File: src/rtl/fp_normalizer_rounder.sv
// fp_normalizer_rounder
// Multi-cycle normalizer/rounder for the floating-point multiplier datapath.
// Accepts the raw significand product, the intermediate biased exponent and
// the sign. It normalizes the product with a one-bit-per-cycle left shift,
// rounds to nearest-even (or truncates), and range-checks the exponent.
// Valid/ready handshakes are used on both sides, and only one operation is
// in flight at a time.
module fp_normalizer_rounder #(
    parameter int EXP_WIDTH      = 8,
    parameter int MANTISSA_WIDTH = 23,
    parameter int ROUND_EN       = 1
) (
    input  logic                        clk_in,
    input  logic                        rst_n_in,
    input  logic                        valid_in,
    output logic                        ready_out,
    input  logic                        sign_in,
    input  logic [EXP_WIDTH+1:0]        expoent_in,
    input  logic [2*MANTISSA_WIDTH+1:0] result_in,
    output logic                        valid_out,
    input  logic                        ready_in,
    output logic                        sign_out,
    output logic [EXP_WIDTH-1:0]        normal_e_out,
    output logic [MANTISSA_WIDTH:0]     normal_m_out,
    output logic                        overflow_out,
    output logic                        underflow_out,
    output logic                        inexact_out
);

    localparam int M   = MANTISSA_WIDTH;
    localparam int PW  = 2 * (M + 1);
    localparam int EW2 = EXP_WIDTH + 2;
    localparam int EW3 = EXP_WIDTH + 3;

    // Working exponent constants. The rounding exponent carries one extra
    // bit so that the carry increment can never wrap the sign.
    localparam logic signed [EW2-1:0] E_ONE  = EW2'(1);
    localparam logic signed [EW3-1:0] X_ONE  = EW3'(1);
    localparam logic signed [EW3-1:0] X_ZERO = EW3'(0);
    localparam logic signed [EW3-1:0] X_EMAX = EW3'((1 << EXP_WIDTH) - 1);

    typedef enum logic [1:0] {
        IDLE  = 2'd0,
        SHIFT = 2'd1,
        ROUND = 2'd2,
        DONE  = 2'd3
    } state_t;

    state_t                 state_q, state_d;
    logic                   ready_q, ready_d;
    logic [PW-1:0]          acc_q, acc_d;
    logic signed [EW2-1:0]  e_q, e_d;
    logic                   sign_q, sign_d;
    logic                   sticky_q, sticky_d;
    logic [EXP_WIDTH-1:0]   res_e_q, res_e_d;
    logic [M:0]             res_m_q, res_m_d;
    logic                   ovf_q, ovf_d;
    logic                   unf_q, unf_d;
    logic                   inx_q, inx_d;

    // Rounding datapath signals.
    logic [M:0]             rnd_mant;
    logic                   rnd_guard;
    logic                   rnd_sticky;
    logic                   rnd_inc;
    logic [M+1:0]           rnd_sum;
    logic signed [EW3-1:0]  rnd_e;
    logic [M:0]             rnd_m;
    logic                   rnd_inexact;

    // State and datapath registers; reset discards any operation in flight.
    always_ff @(posedge clk_in) begin
        if (!rst_n_in) begin
            state_q  <= IDLE;
            ready_q  <= 1'b0;
            acc_q    <= '0;
            e_q      <= '0;
            sign_q   <= 1'b0;
            sticky_q <= 1'b0;
            res_e_q  <= '0;
            res_m_q  <= '0;
            ovf_q    <= 1'b0;
            unf_q    <= 1'b0;
            inx_q    <= 1'b0;
        end else begin
            state_q  <= state_d;
            ready_q  <= ready_d;
            acc_q    <= acc_d;
            e_q      <= e_d;
            sign_q   <= sign_d;
            sticky_q <= sticky_d;
            res_e_q  <= res_e_d;
            res_m_q  <= res_m_d;
            ovf_q    <= ovf_d;
            unf_q    <= unf_d;
            inx_q    <= inx_d;
        end
    end

    // Round-to-nearest-even on the normalized accumulator (bit 2M is the
    // hidden bit), including the carry-out renormalization.
    always_comb begin
        rnd_mant    = acc_q[2*M:M];
        rnd_guard   = acc_q[M-1];
        rnd_sticky  = (|acc_q[M-2:0]) | sticky_q;
        rnd_inc     = (ROUND_EN != 0) && rnd_guard && (rnd_sticky || rnd_mant[0]);
        rnd_sum     = {1'b0, rnd_mant} + {{(M+1){1'b0}}, rnd_inc};
        rnd_e       = {e_q[EW2-1], e_q};
        rnd_m       = rnd_sum[M:0];
        rnd_inexact = rnd_guard | rnd_sticky;
        if (rnd_sum[M+1]) begin
            rnd_e = rnd_e + X_ONE;
            rnd_m = {1'b1, {M{1'b0}}};
        end
    end

    // Next-state and datapath update for the IDLE/SHIFT/ROUND/DONE sequence.
    always_comb begin
        state_d  = state_q;
        acc_d    = acc_q;
        e_d      = e_q;
        sign_d   = sign_q;
        sticky_d = sticky_q;
        res_e_d  = res_e_q;
        res_m_d  = res_m_q;
        ovf_d    = ovf_q;
        unf_d    = unf_q;
        inx_d    = inx_q;
        case (state_q)
            IDLE: begin
                if (valid_in && ready_q) begin
                    acc_d    = result_in;
                    e_d      = expoent_in;
                    sign_d   = sign_in;
                    sticky_d = 1'b0;
                    if (result_in == '0) begin
                        // Exact zero skips normalization entirely.
                        state_d = DONE;
                        res_e_d = '0;
                        res_m_d = '0;
                        ovf_d   = 1'b0;
                        unf_d   = 1'b0;
                        inx_d   = 1'b0;
                    end else if (result_in[PW-1]) begin
                        // Product in [2,4): one right shift, keep the lost bit.
                        acc_d    = result_in >> 1;
                        sticky_d = result_in[0];
                        e_d      = expoent_in + E_ONE;
                        state_d  = ROUND;
                    end else if (result_in[PW-2]) begin
                        state_d = ROUND;
                    end else begin
                        state_d = SHIFT;
                    end
                end
            end
            SHIFT: begin
                acc_d = acc_q << 1;
                e_d   = e_q - E_ONE;
                // The bit moving into the hidden position ends the shift.
                if (acc_q[PW-3]) begin
                    state_d = ROUND;
                end
            end
            ROUND: begin
                state_d = DONE;
                if (rnd_e >= X_EMAX) begin
                    ovf_d   = 1'b1;
                    unf_d   = 1'b0;
                    res_e_d = '1;
                    res_m_d = '0;
                    inx_d   = rnd_inexact;
                end else if (rnd_e <= X_ZERO) begin
                    ovf_d   = 1'b0;
                    unf_d   = 1'b1;
                    res_e_d = '0;
                    res_m_d = '0;
                    inx_d   = 1'b1;
                end else begin
                    ovf_d   = 1'b0;
                    unf_d   = 1'b0;
                    res_e_d = rnd_e[EXP_WIDTH-1:0];
                    res_m_d = rnd_m;
                    inx_d   = rnd_inexact;
                end
            end
            DONE: begin
                if (ready_in) begin
                    state_d = IDLE;
                end
            end
            default: begin
                state_d = IDLE;
            end
        endcase
        // Registered ready so it stays low for every cycle reset is sampled.
        ready_d = (state_d == IDLE);
    end

    // Outputs: result fields are only presented while the result is valid.
    always_comb begin
        valid_out     = (state_q == DONE);
        ready_out     = ready_q;
        sign_out      = 1'b0;
        normal_e_out  = '0;
        normal_m_out  = '0;
        overflow_out  = 1'b0;
        underflow_out = 1'b0;
        inexact_out   = 1'b0;
        if (state_q == DONE) begin
            sign_out      = sign_q;
            normal_e_out  = res_e_q;
            normal_m_out  = res_m_q;
            overflow_out  = ovf_q;
            underflow_out = unf_q;
            inexact_out   = inx_q;
        end
    end

endmodule

File: config.mk
export PLATFORM = sky130hd
export DESIGN_NAME = fp_normalizer_rounder
export DESIGN_NICKNAME = d
export VERILOG_FILES = /design/src/rtl/fp_normalizer_rounder.sv
export SDC_FILE = /design/constraint.sdc
export NUM_CORES = 1
export LEC_CHECK = 0
export ABC_AREA = 1
export CORE_UTILIZATION = 47
export DETAILED_ROUTE_END_ITERATION = 16
export DONT_BUFFER_PORTS = 1
export HOLD_SLACK_MARGIN = 0.02
export PLACE_DENSITY = 0.59
export SYNTH_ARGS = -nofsm -noshare
export SYNTH_HDL_FRONTEND = slang
export SYNTH_SLANG_ARGS = --single-unit
File: constraint.sdc
create_clock -name clk_in -period 4.4 [get_ports clk_in]
set_input_delay 0.88 -clock clk_in [delete_from_list [all_inputs] [get_ports clk_in]]
set_output_delay 0.88 -clock clk_in [all_outputs]
set_load 0.02 [all_outputs]
# Yosys cells after proc, flatten, opt, wreduce, memory -nomap -nowiden
# Cells that the tools add are included.
# Widths: inputs -> output; s select.
dict set report totals {
  latch_bits 0
  mem_bits_rw 0
  reg_bits 97
  inputBits 63
  rom_bits 0
  memories 0
}
dict set report classes {
  n_shift 0
  n_lt_le_gt_ge 2
  div 0
  muxes 45
  add_sub_neg 4
  mul 0
  n_reduce_logical 12
  eq_ne 5
  bitwise_logic 2
}
# cell count
set ops {}
lappend ops {{$mux 24} 6}
lappend ops {{$mux 47} 3}
lappend ops {{$pmux 47 s2} 1}
lappend ops {{$logic_not 48->1} 1}
lappend ops {{$pmux 24 s2} 1}
lappend ops {{$mux 8} 5}
lappend ops {{$mux 10} 3}
lappend ops {{$add 24x1->25} 1}
lappend ops {{$reduce_or 22->1} 1}
lappend ops {{$pmux 10 s2} 1}
lappend ops {{$pmux 8 s2} 1}
lappend ops {{$mux 1} 13}
lappend ops {{$mux 2} 6}
lappend ops {{$add 10x2->11 const B} 1}
lappend ops {{$ge 11x9->1 const B} 1}
lappend ops {{$le 11x1->1 const B} 1}
lappend ops {{$mux 11} 1}
lappend ops {{$add 10x1->10 const B} 1}
lappend ops {{$sub 10x2->10 const B} 1}
lappend ops {{$pmux 2 s4} 1}
lappend ops {{$pmux 1 s2} 3}
lappend ops {{$eq 2x2->1 const B} 2}
lappend ops {{$logic_not 2->1} 2}
lappend ops {{$ne 2x2->1 const B} 2}
lappend ops {{7 further kinds} 11}

# Depth between registers and ports, before layout
# Gate-level depths: netlist of run 1.
dict set report logic_depth {
  depth_word 10
  mapped_depth 20
  depth_no_buf 19
}

# Worst setup path before layout of run 1
# Ideal clock, no wire load.
dict set report synth_path {
  kind {input -> register}
  start {input result_in[47]}
  end {register res_m_q[10]}
  setup_time_ns 0.143
  t_required_ns 4.257
  cell_stages 12
  t_arrival_ns 2.277
  path_slack_ns 1.980
  cell_sequence {clkbuf_1 > inv_1 > nand2_1 > nor3_1 > nand4_1 > nor2_1 > nand4_1 > nand2_1 > inv_2 > clkbuf_1 > nand2_1 > a21oi_2}
}
dict set report synth_between {
  elab_chain_cells 3
}
# element line
set synth_rtl {}
lappend synth_rtl {{start, declared} 19} ;# input logic [2*MANTISSA_WIDTH+1:0] result_in,
lappend synth_rtl {{$logic_not 48->1} 136} ;# if (result_in == '0) begin
lappend synth_rtl {{$ne 2x2->1 (no source line)} n/a}
lappend synth_rtl {{$reduce_and 3->1 (no source line)} n/a}
lappend synth_rtl {{end signal, assigned} 93} ;# res_m_q <= res_m_d;
lappend synth_rtl {{end, declared} 56} ;# logic [M:0] res_m_q, res_m_d;
# No other way between the ends.
# A chain may end at the register's enable or synchronous reset.

# Final worst setup path of run 1
dict set report layout_path {
  start {register acc_q[22]}
  end {register res_m_q[2]}
}
dict set report layout_between {
  elab_chain_cells 7
}
# element line
set layout_rtl {}
lappend layout_rtl {{start, declared} 51} ;# logic [PW-1:0] acc_q, acc_d;
lappend layout_rtl {{start signal, assigned} 76} ;# acc_q <= '0;
lappend layout_rtl {{start signal, assigned} 88} ;# acc_q <= acc_d;
lappend layout_rtl {{$logic_and 1x1->1 (*)} 106} ;# rnd_inc = (ROUND_EN != 0) && rnd_guard && (rnd_sticky || rnd_mant[0]);
lappend layout_rtl {{$add 24x1->25 (*)} 107} ;# rnd_sum = {1'b0, rnd_mant} + {{(M+1){1'b0}}, rnd_inc};
lappend layout_rtl {{$mux 11} 111} ;# if (rnd_sum[M+1]) begin
lappend layout_rtl {{$le 11x1->1} 173} ;# end else if (rnd_e <= X_ZERO) begin
lappend layout_rtl {{$mux 24} 173}
lappend layout_rtl {{$mux 24 (*)} 167} ;# if (rnd_e >= X_EMAX) begin
lappend layout_rtl {{$pmux 24 s2 (*)} 129} ;# case (state_q)
# Every way passes the cells marked *; elsewhere a longest branch is shown, timed or not.

==> summary.txt, run 1 <==
status -> finished, final reports clean
CTS root buf -> clkbuf_16
CP max stage cell -> nand2_1
FFs w/ async S/R, synth -> 0
CP most frequent cell -> nand2_1
reg2reg path depth -> 14
Initial Util -> 0.4858
worst slew pin tran -> 1.040 ns
Filler cells -> 1,512
clk buf depth -> 2
Max VDD drop -> 0.1945 mV
Syn-to-layout area delta -> 4.806%
largest net degree at the start of global routing -> 69
setup slack, reg-to-reg -> 1.71 ns
Commonest cells post-synth -> inv_1, nand2_1, nor2_1
Worst slew margin -> 0.3064
# DRC -> 0
Hold Crit Depth -> 2
Clock transition at path regs -> 0.07 ns
Post-synth EDFFs -> 0
total number of vias -> 6,397
Yosys cell types -> 46
Yosys top cell by area -> dfxtp_1
synthesis-stage register bit count -> 97
sequential fraction of the synthesis area -> 0.2858
first-pass GRT wire length -> 28,590 µm
crit path time final -> 2.694 ns
top-area cell type share of the netlist area -> 0.2858
Post-Synthesis Cells -> 1,072
cts hold-fix bufs -> 0
Hold Fails Final Rpt -> 0
crit path from -> acc_q[22]
startpoint types -> flop
worst-path cell chain -> nand2_1 > inv_1 > ha_1 > nand2_1 > nor2_4 > nand2_1 > nor2_1 > nand3_1 > nand2_1 > inv_1 > o21ai_0 > a21oi_1 > nand3_2 > a21oi_2
Post-DRT Antenna Nets -> 0
upper clock frequency limit -> 371.2 MHz
worst path bufs/invs -> 2
worst-skew pair later-pin latency -> 0.35 ns
CP arrival -> 2.89 ns
Net Count, Synth -> 1,139
die height -> 122.2 µm
dominant cells by area after synthesis -> dfxtp_1, inv_1, nand2_1
Power Total -> 2714 µW
GRT Resource Usage Total -> 0.2407
H-tree levels -> 3
num ports -> 101
Post-synth top flop -> dfxtp_1
Setup Total Neg Slack -> 0 ns
clock skew -> 0.006057 ns
clk sinks -> 97
cell row count -> 43
crit path max fanout -> 21
RR Startpoint -> acc_q[22]
Avg Cell Area, Syn -> 6.339 µm²
die area -> 14,940 µm²
Final period util -> 0.6122
TritonCTS clock tree -> done
endpoints failing setup -> 0
final-stage net count -> 1,104
most frequent cell after synthesis -> inv_1
Finished Cell Area -> 7122 µm²
worst r2r dst -> res_m_q[2]
Crit path required time -> 4.60 ns
Max Cap Viol -> 0
hold path startpoint -> sign_q
power per cell area -> 381.1 nW/µm²
Post-CTS Setup Repair Bufs -> 0
Die X -> 122.2 µm
largest delay contributor family on the critical path -> simple AND/OR/NAND/NOR gates
routed length per instance -> 14.28 µm
total gr overflow -> 0
P_leak -> 0.002944 µW
CP Class -> flop to flop
placed cell areas -> 6803 µm²
max-slew violations -> 0
drt via density -> 5.235
CP max stage delay -> 0.54 ns
HP Class -> flop to flop
area of the mapped netlist -> 6795 µm²
Inserted Clock Buffers -> 9
Routed Wire Length -> 17,450 µm
diode count -> 0
drt initial violations -> 420
Yosys Warn Count -> 0
post-CTS resize count -> 0
RSZ-0062 raised after global routing -> false
I/O Buffers -> 0
Hold EP -> sign_q
vias in the first global route -> 5,784
GPL Wtd Cong -> 0.8822
core area -> 13,990 µm²
share of layout cells above drive strength 1 -> 0.09885
Final HPWL DP -> 12,930 µm
initial antenna violation count -> 0
DR pass1 iterations -> 8
Worst setup EP type -> flop
## power by group
group | total, µW | switching [µW] | leakage, µW | internal, µW
Sequential | 1050 | 86.7 | 0.000788 | 962
Combinational | 797 | 550 | 0.00200 | 247
Clock | 867 | 369 | 0.000152 | 499
## logic make-up after synthesis
logic type | Yosys count | share of synthesized area
buffers and inverters | 266 | 0.1583
adder cells (fa/ha/maj) | 4 | 0.007365
AND/OR/NAND/NOR | 437 | 0.3053
AO/OA/AOI/OAI | 245 | 0.2136
XOR/XNOR | 23 | 0.02965
flip-flops | 97 | 0.2858
## routing by layer
metal,up-vias,routed length (µm),track usage
met3,19,1060,0.05716
met5,-,0,0
met1,2845,8595,0.3384
met2,165,7589,0.3645
met4,0,204,0.06707
li1,3368,-,-
## final cells by class
| class | count | area, µm² | area share |
|---|---|---|---|
| multi-input combinational | 709 | 3777 | 0.5304 |
| inverter | 212 | 798.3 | 0.1121 |
| timing repair buffer | 8 | 60.06 | 0.008433 |
| sequential | 97 | 1942 | 0.2727 |
| tap | 180 | 225.2 | 0.03162 |
| clock inverter | 7 | 93.84 | 0.01318 |
| clock buffer | 9 | 225.2 | 0.03162 |
## metrics by stage
stage	utilization	hold slack, ns	setup WS (ns)	instances
after global routing	0.5091	0.4788	1.431	1222
after global placement	0.4863	0.4549	1.607	1206
final	0.5091	0.4539	1.706	1222
after floorplan	-	0.4302	1.980	1072
after detailed placement	0.4863	0.4486	1.564	1206
after CTS	0.5091	0.4583	1.717	1222
## flip-flops by register name, indices dropped and copies added, names as in the netlist
name	cells
ready_out	1
state_q	2
acc_q	47
inx_q	1
sticky_q	1
unf_q	1
sign_q	1
res_m_q	24
ovf_q	1
e_q	10
res_e_q	8
## worst min-delay path, cell delays in order (launching register included)
cell	delay (ns)
dfxtp_1	0.30
inv_1	0.06
a21oi_1	0.06
## how the worst max path moves through the flow
stage                  end  slack [ns]  cells after the start
6_report        res_m_q[2]        1.71                     14
5_1_grt         res_m_q[2]        1.43                     14
4_1_cts         res_m_q[0]        1.72                     18
3_5_place_dp        e_q[9]        1.56                     11
3_3_place_gp        e_q[9]        1.61                     11
2_1_floorplan  res_m_q[10]        1.98                     12
## cells in the final DEF (no fill, tap or decap), types with 2 or more instances in the layout
cell and count:
buf_4 8, clkinvlp_4 2, a21oi_2 21, clkbuf_16 9, o221ai_1 2, nand4_1 16, clkinv_1 3, nor4_1 5
nor2_2 4, ha_1 4, a211oi_1 12, o211ai_1 5, nor2_1 143, clkinv_2 2, bufinv_16 2, o21ai_0 100
nand2_1 160, o22ai_1 41, nand3_2 24, dfxtp_1 97, inv_2 5, nand3b_1 3, nand2_4 3, inv_1 203
xnor2_1 2, nor2_4 4, nand3_1 37, or2_2 2, a21oi_1 52, nor3_1 23, nand2_2 8, xor2_1 21
a31oi_1 5
Power figures use the tool's default switching activity.
==> run 2: changes to the inputs <==
--- a/config.mk
+++ b/config.mk
@@ -5,12 +5,12 @@
 export SDC_FILE = /design/constraint.sdc
 export NUM_CORES = 1
 export LEC_CHECK = 0
-export ABC_AREA = 1
+export ABC_AREA = 0
 export CORE_UTILIZATION = 47
 export DETAILED_ROUTE_END_ITERATION = 16
 export DONT_BUFFER_PORTS = 1
 export HOLD_SLACK_MARGIN = 0.02
-export PLACE_DENSITY = 0.59
+export PLACE_DENSITY = 0.61
 export SYNTH_ARGS = -nofsm -noshare
 export SYNTH_HDL_FRONTEND = slang
 export SYNTH_SLANG_ARGS = --single-unit
==> constraint.sdc (replaced) <==
create_clock -name clk_in -period 2.25 [get_ports clk_in]
set_input_delay 0.45 -clock clk_in [delete_from_list [all_inputs] [get_ports clk_in]]
set_output_delay 0.45 -clock clk_in [all_outputs]
set_load 0.02 [all_outputs]
==> run 2 against run 1 <==
Against the previous run: the flow now finishes with violations (negative setup slack); hold slack got worse by 0.24 ns; clock power increased by 88%; final area increased by 4.4%; setup slack got worse by 2.1 ns; fmax increased by 3.1%; combinational power increased by 120%; total power increased by 97%; core utilization increased by 10 points; highest routed layer unchanged.
==> summary.txt, run 2 <==
GPL Wtd Cong -> 0.8803
first-pass GRT wire length -> 29,920 µm
area of the mapped netlist -> 5971 µm²
worst r2r dst -> res_m_q[10]
largest register by flop count -> acc_q
I/O Buffers -> 0
largest net degree at the start of global routing -> 57
CP max stage delay -> 0.62 ns
leading registers by flop count -> acc_q (47), res_m_q (24), e_q (10)
hold path startpoint -> rst_n_in
final setup margin -> -0.3627 ns
Yosys top cell by area -> dfxtp_1
HP Class -> primary input to flop
Crit path required time -> 2.54 ns
Post-synth top flop -> dfxtp_1
final-stage net count -> 826
CP Class -> flop to flop
share of layout cells above drive strength 1 -> 0.3338
status -> finished with violations
CP most frequent cell -> or4_4
Net Count, Synth -> 752
P_leak -> 0.002889 µW
Die X -> 114.7 µm
num ports -> 101
placed cell areas -> 6850 µm²
Max VDD drop -> 0.4132 mV
TritonCTS clock tree -> done
GRT Resource Usage Total -> 0.2918
Post-DRT Antenna Nets -> 0
clk sinks -> 97
Final period util -> 1.161
cts hold-fix bufs -> 0
RSZ-0062 raised after global routing -> true
Worst setup EP type -> flop
drt via density -> 6.236
Initial Util -> 0.4889
failing checks -> negative setup slack
# DRC -> 0
Hold Crit Depth -> 1
H-tree levels -> 3
die area -> 13,160 µm²
Syn-to-layout area delta -> 24.58%
drt initial violations -> 520
Max Cap Viol -> 0
die height -> 114.7 µm
Yosys cell types -> 70
Yosys Warn Count -> 0
Commonest cells post-synth -> dfxtp_1, nor2_1, clkbuf_1
commonest cells after routing, fill and taps aside -> buf_4, dfxtp_1, nor2_1
worst slew pin tran -> 0.6842 ns
max-slew violations -> 0
RR Startpoint -> acc_q[22]
dominant cells by area after synthesis -> dfxtp_1, mux2_2, a222oi_1
Filler cells -> 1,140
pre-CTS setup slack -> -0.5131 ns
Worst slew margin -> 0.5434
Hold Fails Final Rpt -> 0
upper clock frequency limit -> 382.7 MHz
sequential fraction of the synthesis area -> 0.3252
Clock transition at path regs -> 0.07 ns
initial antenna violation count -> 0
crit path time final -> 2.613 ns
CP arrival -> 2.90 ns
power per cell area -> 719.4 nW/µm²
clk buf depth -> 2
Final HPWL DP -> 13,380 µm
Avg Cell Area, Syn -> 8.716 µm²
most frequent cell after synthesis -> dfxtp_1
routed length per instance -> 19.97 µm
Post-synth EDFFs -> 0
endpoints failing setup -> 34
clock skew -> 0.007469 ns
FFs w/ async S/R, synth -> 0
worst-skew pair later-pin latency -> 0.35 ns
core area -> 12,210 µm²
diode count -> 0
Post-Synthesis Cells -> 685
total number of vias -> 5,812
synthesis-stage register bit count -> 97
CP max stage cell -> or4_4
max reg flops -> 47
setup slack, reg-to-reg -> -0.36 ns
Inserted Clock Buffers -> 9
Finished Cell Area -> 7438 µm²
cell row count -> 40
minimum hold slack -> 0.2180 ns
Hold EP -> state_q[0]
DR pass1 iterations -> 9
startpoint types -> flop
worst-path cell chain -> and2_4 > ha_4 > nand3_4 > or4_4 > or2_4 > o21ai_4 > nand2_4 > or4_4 > o2bb2ai_2
reg2reg path depth -> 9
total gr overflow -> 0
crit path max fanout -> 6
vias in the first global route -> 5,773
most common library cell in the layout ignoring fill and taps -> buf_4
CTS root buf -> clkbuf_16
Routed Wire Length -> 18,610 µm
top-area cell type share of the netlist area -> 0.3252
==> run 2: logic make-up (layout without fill, tap and decap cells) <==
family          Yosys count  in the layout  share of synthesized area
mux                      48             48                    0.09032
compound gates          148            148                     0.2234
buf+inv                  69            145                    0.05469
fa+ha+maj                 4              4                   0.008383
xor+xnor                 36             36                    0.05281
simple gates            283            286                     0.2452
flops                    97             97                     0.3252
==> run 2: where the power goes <==
| part | internal (µW) | switching, µW |
|---|---|---|
| sequential | 1870 | 116 |
| clock | 929 | 699 |
| combinational | 769 | 972 |
==> run 2: layout make-up <==
type | instances | area [µm²] | area share
Clock buffer | 11 | 252.7 | 0.03398
Timing Repair Buffer | 121 | 948.4 | 0.1275
Inverter | 8 | 30.03 | 0.004037
Tap cell | 168 | 210.2 | 0.02826
Sequential cell | 97 | 1947 | 0.2617
Multi-Input combinational cell | 522 | 3988 | 0.5361
Clock inverter | 5 | 62.56 | 0.008410
==> run 2: per-layer routing <==
| metal | GRT usage | wire length (µm) |
|---|---|---|
| met3 | 0.06564 | 1238 |
| met2 | 0.4986 | 9136 |
| met5 | 0 | 0 |
| met4 | 0.09264 | 342 |
| met1 | 0.3652 | 7891 |
==> run 2: worst max path at each step <==
| stage | from | end | slack, ns |
|---|---|---|---|
| after floorplan | acc_q[22] | res_m_q[10] | -0.42 |
| after global placement | result_in[21] | res_m_q[1] | -0.51 |
| after detailed placement | result_in[21] | res_m_q[1] | -0.51 |
| after CTS | acc_q[22] | res_m_q[0] | -0.37 |
| after global routing | acc_q[23] | res_m_q[10] | -0.44 |
| final | acc_q[22] | res_m_q[10] | -0.36 |
==> run 2: stage by stage <==
| stage | util | TNS, ns | std cells | total power [µW] |
|---|---|---|---|---|
| finish | 0.6091 | -9.765 | 932 | 5351 |
| global route | 0.6091 | -12.53 | 932 | 5598 |
| CTS | 0.5975 | -10.62 | 928 | 5330 |
| detailed placement | 0.5610 | -16.36 | 905 | 3624 |
| global placement | 0.5610 | -16.36 | 905 | 3593 |
| floorplan | - | -12.90 | 685 | 3044 |
==> run 2: what timing repair did <==
item	4_1_cts	5_1_grt
pin swaps	5	21
setup buffers	6	5
endpoints found under the hold margin	0	0
resized for setup	16	22
cloned	3	0
setup endpoints to repair	34	71
==> run 2: worst max-delay path: cells and delay by family (launching register included) <==
kind / cells / cell delay (ns)
and+or+nand+nor: 6 / 1.73
AOI/OAI and AO/OA: 2 / 0.34
DFF: 1 / 0.32
adders and majority gates: 1 / 0.15
